`src/rtl/scan_decoder.sv`:
```
// Registered N-to-2^N one-hot decoder with enable and an auto-scan mode that steps
// through every output line, holding each one for DIV clock cycles.
module scan_decoder #(
  parameter int unsigned N           = 2,
  parameter int unsigned DIV         = 4,
  parameter bit          ACTIVE_HIGH = 1'b1
) (
  input  logic              clk,
  input  logic              rst_n,
  input  logic              en,
  input  logic              mode,
  input  logic [N-1:0]      a,
  output logic [(1<<N)-1:0] d,
  output logic [N-1:0]      cur,
  output logic              wrap
);

  localparam int unsigned M  = 1 << N;
  localparam int unsigned CW = (DIV > 1) ? $clog2(DIV) : 1;

  localparam logic [M-1:0]  Inactive = ACTIVE_HIGH ? {M{1'b0}} : {M{1'b1}};
  localparam logic [CW-1:0] CntLast  = CW'(DIV - 1);
  localparam logic [N-1:0]  IdxLast  = N'(M - 1);

  typedef enum logic [1:0] {
    StIdle   = 2'd0,
    StDirect = 2'd1,
    StScan   = 2'd2
  } state_e;

  state_e        state_q, state_d;
  logic [M-1:0]  d_q, d_d;
  logic [N-1:0]  cur_q, cur_d;
  logic [CW-1:0] cnt_q, cnt_d;
  logic          wrap_q, wrap_d;

  function automatic logic [M-1:0] decode(input logic [N-1:0] idx);
    logic [M-1:0] oh;
    oh      = '0;
    oh[idx] = 1'b1;
    return ACTIVE_HIGH ? oh : ~oh;
  endfunction

  always_comb begin
    state_d = StIdle;
    d_d     = Inactive;
    cur_d   = cur_q;
    cnt_d   = '0;
    wrap_d  = 1'b0;

    if (en) begin
      state_d = mode ? StScan : StDirect;
    end

    unique case (state_d)
      StDirect: begin
        cur_d = a;
        d_d   = decode(a);
      end
      StScan: begin
        if (state_q != StScan) begin
          // Entry edge: start at the requested index with a full dwell.
          cur_d = a;
          d_d   = decode(a);
        end else if (cnt_q == CntLast) begin
          cur_d  = cur_q + N'(1);
          d_d    = decode(cur_q + N'(1));
          wrap_d = (cur_q == IdxLast);
        end else begin
          cnt_d = cnt_q + CW'(1);
          d_d   = d_q;
        end
      end
      default: begin
        d_d = Inactive;
      end
    endcase
  end

  always_ff @(posedge clk or negedge rst_n) begin
    if (!rst_n) begin
      state_q <= StIdle;
      d_q     <= Inactive;
      cur_q   <= '0;
      cnt_q   <= '0;
      wrap_q  <= 1'b0;
    end else begin
      state_q <= state_d;
      d_q     <= d_d;
      cur_q   <= cur_d;
      cnt_q   <= cnt_d;
      wrap_q  <= wrap_d;
    end
  end

  assign d    = d_q;
  assign cur  = cur_q;
  assign wrap = wrap_q;

endmodule

```
`config.mk`:
```
export PLATFORM = sky130hd
export DESIGN_NAME = scan_decoder
export DESIGN_NICKNAME = d
export VERILOG_FILES = /design/src/rtl/scan_decoder.sv
export SDC_FILE = /design/constraint.sdc
export NUM_CORES = 1
export LEC_CHECK = 0
export ABC_AREA = 1
export ABC_CLOCK_PERIOD_IN_PS = 1900
export CAP_MARGIN = 20
export CORE_MARGIN = 10
export CORE_UTILIZATION = 53
export DETAILED_ROUTE_END_ITERATION = 8
export GPL_ROUTABILITY_DRIVEN = 0
export HOLD_SLACK_MARGIN = 0.1
export PLACE_DENSITY = 0.8
export SETUP_SLACK_MARGIN = 0.05
export SLEW_MARGIN = 20
export SYNTH_ARGS = -nofsm -noshare
export SYNTH_HDL_FRONTEND = slang
export SYNTH_SLANG_ARGS = --single-unit
```
`constraint.sdc`:
```
create_clock -name clk -period 1.9 [get_ports clk]
set_input_delay 0.285 -clock clk [delete_from_list [all_inputs] [get_ports clk]]
set_output_delay 0.285 -clock clk [all_outputs]
set_load 0.1 [all_outputs]
```
# Word-level counts from Yosys, hierarchy flattened
# Cells that the tools add are included.
[word_totals]
mem_bits_rw = 0
elab_cells = 39
reg_bits = 11
mem_bits_ro = 0
memories = 0
latchBits = 0
input_bits = 6
[op_classes]
shifts = 0
muxes = 18
bitwise = 0
multipliers = 0
order_cmp = 4
n_div = 0
n_eq_ne = 6
add_sub_neg = 2
n_reduce_logical = 4
[op_table]
columns = ["cell", "count"]
rows = [
  ["2-bit 2-to-1 mux", 7],
  ["4-bit 2-to-1 mux", 2],
  ["4-bit case mux with 2 select lines", 1],
  ["2-bit equality test, second input constant", 3],
  ["2-bit by 3-bit less-than comparator with 1-bit output, second input constant", 2],
  ["1-bit 2-to-1 mux", 5],
  ["2-bit by 1-bit adder with 2-bit output, second input constant", 2],
  ["1-bit demux with 2-bit select", 2],
  ["2-bit by 1-bit >= comparator with 1-bit output, second input constant", 2],
  ["2-bit case mux with 2 select lines", 1],
  ["3-bit inequality test, second input constant", 1],
  ["2-bit by 1-bit equality test with 1-bit output, second input constant", 1],
  ["1-bit logical AND", 2],
  ["2-bit inequality test, second input constant", 1],
  ["2-bit AND reduction", 1],
  ["2-bit nonzero test", 1],
]

# Depth between registers and ports, before layout
# Gate-level depths: netlist (run 1).
[depth]
word_depth = 8
depth_mapped = 8
ltp_nobuf = 8

# Worst setup path after synthesis (run 1)
# OpenSTA, ideal clock, no wires.
[synth_path]
path_kind = "register to register"
startpoint = "register cur_q[0] (netlist: cur[0])"
endpoint = "register d_q[3] (netlist: d[3])"
slack_ns = 0.084
stages_incl_launch_ff = 9
n_path_buf = 0
arrival_ns = 1.695
setup_ns = 0.121
path_cell_list = "dfrtp_1 -> inv_1 -> ha_1 -> inv_1 -> nand3_1 -> nand2_1 -> nor2_1 -> nor2_1 -> nor2_1"
[synth_between]
elab_chain_cells = 8
elab_cells_between_ends = 9
[synth_lines]
columns = ["item", "line", "source"]
rows = [
  ["start: declaration", "33", "logic [N-1:0] cur_q, cur_d;"],
  ["start signal: assignment", "90", "cur_q <= cur_d;"],
  ["2-bit by 1-bit adder with 2-bit output *", "67", "d_d = decode(cur_q + N'(1));"],
  ["2-bit by 3-bit less-than comparator with 1-bit output (not written as such) / 2-bit by 1-bit >= comparator with 1-bit output (equally long branches)", "40", "oh[idx] = 1'b1;"],
  ["1-bit logical AND (not written as such)", "40", ""],
  ["1-bit 2-to-1 mux (not written as such)", "40", ""],
  ["1-bit demux with 2-bit select *", "40", ""],
  ["4-bit 2-to-1 mux *", "65", "end else if (cnt_q == CntLast) begin"],
  ["4-bit 2-to-1 mux *", "61", "if (state_q != StScan) begin"],
  ["4-bit case mux with 2 select lines *", "55", "unique case (state_d)"],
  ["end signal: assignment", "83", "d_q <= Inactive;"],
  ["end: declaration", "32", "logic [M-1:0] d_q, d_d;"],
]
# Mark *: on every way between the ends. The rest lies on a longest branch, timed or not. The select of a mux whose other input is x is not followed.
# A chain may end at the register's enable or synchronous reset.

# Worst setup path in the final report (run 1)
# Ends and elaborated chain as after synthesis.

==> metrics, run 1 <==
Largest stage delay, worst path=0.49 ns; n_diodes=0; f_max=784.5 MHz; overall power=0.6140 mW; WHS=0.3547 ns; total placed cells including tap cells=119; GRT Resource Usage Total=10.11%; setup_tns=0 ns; FP Rows=13; Synth cell types=15; post-CTS setup buffers=0; Crit path buffers/inverters=2; pre-CTS setup slack=0.3963 ns; clk buf depth=2; Worst-Skew Late Latency=0.27 ns; clock skew=0.001012 ns; Die W=around 56 µm; Crit Path Max Fanout=6; synthesized net count=104; Critical R2R Launch=cur[0]; RSZ-0062 raised after global routing=false; worst setup path class=flip-flop to flip-flop; largest net degree at the start of global routing=12; Hold Buf Count CTS=0; vias in the first global route=584; Hold Crit Class=input pin to asynchronous set/reset pin; layout cells sized above 1=~20%; worst-path cell chain=inv_1 -> ha_1 -> inv_1 -> nand3_1 -> nand2_1 -> nor2_1 -> nor2_1 -> nor2_1; initial antenna violation count=0; drt pass-1 iters=4; fillers=115; Post-Syn Instances=a little over 90; CP endpoint kind=flip-flop; setup ws final=0.6253 ns; Setup crit start=cur[0]; critical path depth=8; most common library cells after synthesis=nand2_1 (30), nor2_1 (14), dfrtp_1 (11), inv_1 (11), ha_1 (6); Routed WL=1480 µm; RR Endpoint=d[3]; register area share after synthesis=39.08%; #FFs+latches synth=11; CP most frequent cell=nor2_1; most frequent cell after synthesis=nand2_1; routed vias=between 600 and 700; Slew HR=between 60% and 70%; Peak VDD IR=0.4344 mV; slew of the pin with the lowest slew margin=0.5070 ns; top cells by area, synth=dfrtp_1 (39%), nand2_1 (16%), ha_1 (11%), nor2_1 (7.5%), inv_1 (5.9%); Leak=0.4872 nW; Starting DRT DRC Count=8; io pins=13; first-pass GRT wire length=roughly 2600 µm; Sink Count=11; total gr overflow=0; crit path launch type=flip-flop; Arr. time, crit path=~1.4 ns; drt wl/cell=12.03 µm; asr flop ratio synth=100.0%; status=finished clean; Max-cap violations=0; area delta synth->final=24.51%; ANT nets after route=0; leading area contributor after synthesis=dfrtp_1; Max Slew Vio Count=0; H-Tree Depth=1; endpoints failing setup=0; cell area power density=700.0 nW/µm²; TritonCTS clock tree=built; flop2flop setup slack=0.63 ns; Worst-path clk slew=0.07 ns; Layout Nets=121; CTS-repair resized insts=0; Cell Area, Synth=704.4 µm²; Starting Density=between 50% and 60%; Final period util=67.09%; required time worst endpoint=around 2.1 ns; Die ar.=3187 µm²; CTS Buf Count=3; final non-filler cell total=between 100 and 150; DR DRC count=0; top-area cell type share of the netlist area=39.08%; area of the multi-input gates=370.4 µm²; mean area per synthesized cell=7.657 µm²; CP Capture Point=d[3]; PortBufs=12; EDFF count, synth=0; core area=1269 µm²; ys flop type=dfrtp_1; post-DP HPWL=1195 µm; Final Hold Viols=0; Final Critical Period=1.275 ns; Root Driver=clkbuf_4; FF+latch area=275.3 µm²; largest delay contributor family on the critical path=flip-flops; FF-to-FF path depth=8; YS warnings=0; Critical Path Slowest Stage Cell=dfrtp_1; vias per inst=4.951; die height=56.46 µm
final cells by class:
class,count,area share (%)
Sequential cell,11,31.38
Tap cell,15,2.140
Timing Repair Buffer,12,14.55
Inverter,15,6.705
Clock buffer,4,2.996
Multi-Input combinational cell,66,42.23
worst min-delay path by stage:
stage | startpoint | endpoint
floorplan | rst_n | cnt_q[0]
global placement | cnt_q[0] | cnt_q[0]
detailed placement | cnt_q[0] | cnt_q[0]
CTS | rst_n | d[1]
global route | rst_n | d[3]
finish | rst_n | d[2]
routing by layer:
layer / share of wire, % / wire [µm] / track usage (%)
met2: 51 / 753 / 16.61
met3: 6.1 / 90 / 3.820
met1: 41 / 606 / 10.69
met4: 2.0 / 29 / 5.842
met5: 0 / 0 / 0
cells in the final DEF (no fill, tap or decap):
cell type / instances
buf_4: 5
nand2_1: 30
nor2_2: 1
nand3_1: 3
ha_1: 6
nor3_4: 1
inv_2: 3
dfrtp_1: 11
nand3_4: 1
clkdlybuf4s50_1: 5
o21ai_1: 5
clkbuf_4: 3
buf_12: 2
nor2_1: 14
inv_1: 11
nand2_4: 1
inv_4: 1
nor2_8: 1
clkbuf_1: 1
nand2_2: 3
state kept, by name (all words and copies together), names as in the netlist:
| register | cells |
|---|---|
| wrap | 1 |
| cnt_q | 2 |
| state_q | 2 |
| cur | 2 |
| d | 4 |
where the power goes:
group          internal, mW  total (mW)  leakage [nW]  switching [mW]
Sequential            0.246       0.264         0.146          0.0174
Clock                0.0812       0.159        0.0150          0.0777
Combinational        0.0586       0.191         0.326           0.133
through the flow:
stage	area, µm²	util, %
after floorplan	704.4	-
after global placement	850.8	67.06
after detailed placement	850.8	67.06
after CTS	877.1	69.13
after global routing	877.1	69.13
final	877.1	69.13
logic make-up (layout without fill, tap and decap cells):
| family | Yosys count | in the layout | share of synthesized area (%) |
|---|---|---|---|
| DFF | 11 | 11 | 39.08 |
| and+or+nand+nor | 55 | 55 | 38.37 |
| buffers and inverters | 15 | 31 | 8.349 |
| AOI/OAI and AO/OA | 5 | 5 | 3.552 |
| adders and majority gates | 6 | 6 | 10.66 |
Note: power is estimated with default switching activity, not from simulation.
==> run 2, diff against run 1 <==
--- a/config.mk
+++ b/config.mk
@@ -6,14 +6,14 @@
 export NUM_CORES = 1
 export LEC_CHECK = 0
 export ABC_AREA = 1
-export ABC_CLOCK_PERIOD_IN_PS = 1900
+export ABC_CLOCK_PERIOD_IN_PS = 1200
 export CAP_MARGIN = 20
 export CORE_MARGIN = 10
-export CORE_UTILIZATION = 53
+export CORE_UTILIZATION = 49
 export DETAILED_ROUTE_END_ITERATION = 8
 export GPL_ROUTABILITY_DRIVEN = 0
 export HOLD_SLACK_MARGIN = 0.1
-export PLACE_DENSITY = 0.8
+export PLACE_DENSITY = 0.75
 export SETUP_SLACK_MARGIN = 0.05
 export SLEW_MARGIN = 20
 export SYNTH_ARGS = -nofsm -noshare
==> constraint.sdc (replaced) <==
create_clock -name clk -period 1.2 [get_ports clk]
set_input_delay 0.18 -clock clk [delete_from_list [all_inputs] [get_ports clk]]
set_output_delay 0.18 -clock clk [all_outputs]
set_load 0.1 [all_outputs]
==> run 2 against run 1 <==
Compared with the run above:
- the run now ends with negative setup slack left
- cell count is 12% higher
- wire length is 25% higher
- core utilization increased by 16 points
- first-iteration DRC count grew to 2.6 times the previous value
- largest cell class unchanged
==> metrics, run 2 (synthesis results as in run 1) <==
required time worst endpoint=1.39 ns; GRT Resource Usage Total=9.917%; Final Critical Period=1.239 ns; Worst-Skew Late Latency=0.27 ns; slew of the pin with the lowest slew margin=between 0.2 and 0.25 ns; Max Slew Vio Count=0; commonest non-fill, non-tap cell in the layout=nand2_1; Largest register FFs=4; f_max=806.9 MHz; initial antenna violation count=0; H-Tree Depth=1; overall power=1.086 mW; FP Rows=13; die height=~58 µm; cell area power density=roughly 960 nW/µm²; post-DP HPWL=1244 µm; Root Driver=clkbuf_4; clock skew=0.004872 ns; core area=1334 µm²; Final Hold Viols=0; clk buf depth=2; fillers=83; failing checks=negative setup slack; Starting Density=52.81%; Leak=0.5802 nW; status=finished, violations left; TritonCTS clock tree=built; CTS Buf Count=3; io pins=13; Layout Nets=136; first-pass GRT wire length=2691 µm; crit path launch type=flip-flop; vias in the first global route=~640; ANT nets after route=0; Die ar.=between 3000 and 4000 µm²; vias per inst=4.884; FF-to-FF path depth=8; Sink Count=11; Final period util=103.3%; most frequent cells in the layout=nand2_1 (29), nor2_1 (14), buf_4 (12); CP Capture Point=d[3]; largest net degree at the start of global routing=12; Arr. time, crit path=1.43 ns; CP endpoint kind=flip-flop; flop2flop setup slack=-0.04 ns; PortBufs=12; Peak VDD IR=0.8732 mV; RSZ-0062 raised after global routing=true; Routed WL=between 1500 and 2000 µm; total placed cells including tap cells=128; Hold Crit Class=input pin to asynchronous set/reset pin; final non-filler cell total=138; Worst-path clk slew=0.07 ns; n_diodes=0; Die W=57.92 µm; total gr overflow=0; layout cells sized above 1=about two fifths; setup_tns=-0.09606 ns; Critical R2R Launch=cur[0]; drt wl/cell=13.39 µm; drt pass-1 iters=5; DR DRC count=0; RR Endpoint=d[3]; Setup crit start=cur[0]; routed vias=674; Max-cap violations=0; endpoints failing setup=3; Starting DRT DRC Count=21; Crit Path Max Fanout=3; setup ws final=-0.03933 ns; worst setup path class=flip-flop to flip-flop; Slew HR=between 80% and 90%; area delta synth->final=61.10%
==> run 2: layout make-up <==
class	instances	area [µm²]	share of cell area, %
sequential	11	284.0	25.03
clock buffer	4	26.28	2.315
multi-input combinational	66	432.9	38.15
timing repair buffer	27	314.1	27.67
inverter	15	58.81	5.182
tap	15	18.77	1.654
==> run 2: worst max-delay path: stages, from the launching register on <==
cell and delay, ns:
dfrtp_4 0.50, inv_2 0.08, ha_2 0.17, inv_1 0.04
nand3_1 0.07, nand2_1 0.05, nor2_1 0.09, nor2_1 0.06
nor2_1 0.12
==> run 2: per-layer routing <==
layer  part of all wire [%]  GRT usage (%)  up-vias  wire length, µm
met4                    2.1          4.027        0               39
li1                       -              -      336                -
met5                      0              0        -                0
met3                    6.3          3.050        4              117
met1                     40          11.15      312              737
met2                     52          16.87       22              954
==> run 2: worst min-delay path by stage <==
| stage | from | end | slack, ns |
|---|---|---|---|
| after floorplan | rst_n | cnt_q[0] | -0.12 |
| after global placement | cnt_q[0] | cnt_q[0] | 0.42 |
| after detailed placement | cnt_q[0] | cnt_q[0] | 0.42 |
| after CTS | rst_n | cur[1] | 0.19 |
| after global routing | rst_n | cur[1] | 0.21 |
| final | rst_n | cur[1] | 0.19 |
==> run 2: where the power goes <==
part           switching [mW]  internal (mW)
registers              0.0277          0.396
clock network           0.122          0.129
logic                   0.247          0.165
total                   0.396          0.690
==> run 2: through the flow <==
step	setup slack [ns]	hold slack [ns]	instance area [µm²]	utilization [%]
after detailed placement	-0.1938	0.4229	991.0	74.30
final	-0.03933	0.1922	1135	85.08
after CTS	-0.03180	0.1948	1055	79.08
after global placement	-0.1923	0.4199	991.0	74.30
after floorplan	-0.09244	-0.1156	714.4	-
after global routing	-0.09881	0.2130	1135	85.08
==> run 2: repair_timing <==
item | CTS | global route
cloned | 0 | 0
endpoints found under the setup margin | 9 | 10
pin swaps | 4 | 18
gates resized for setup | 3 | 14
setup buffers | 4 | 2
hold buffers | 0 | 0
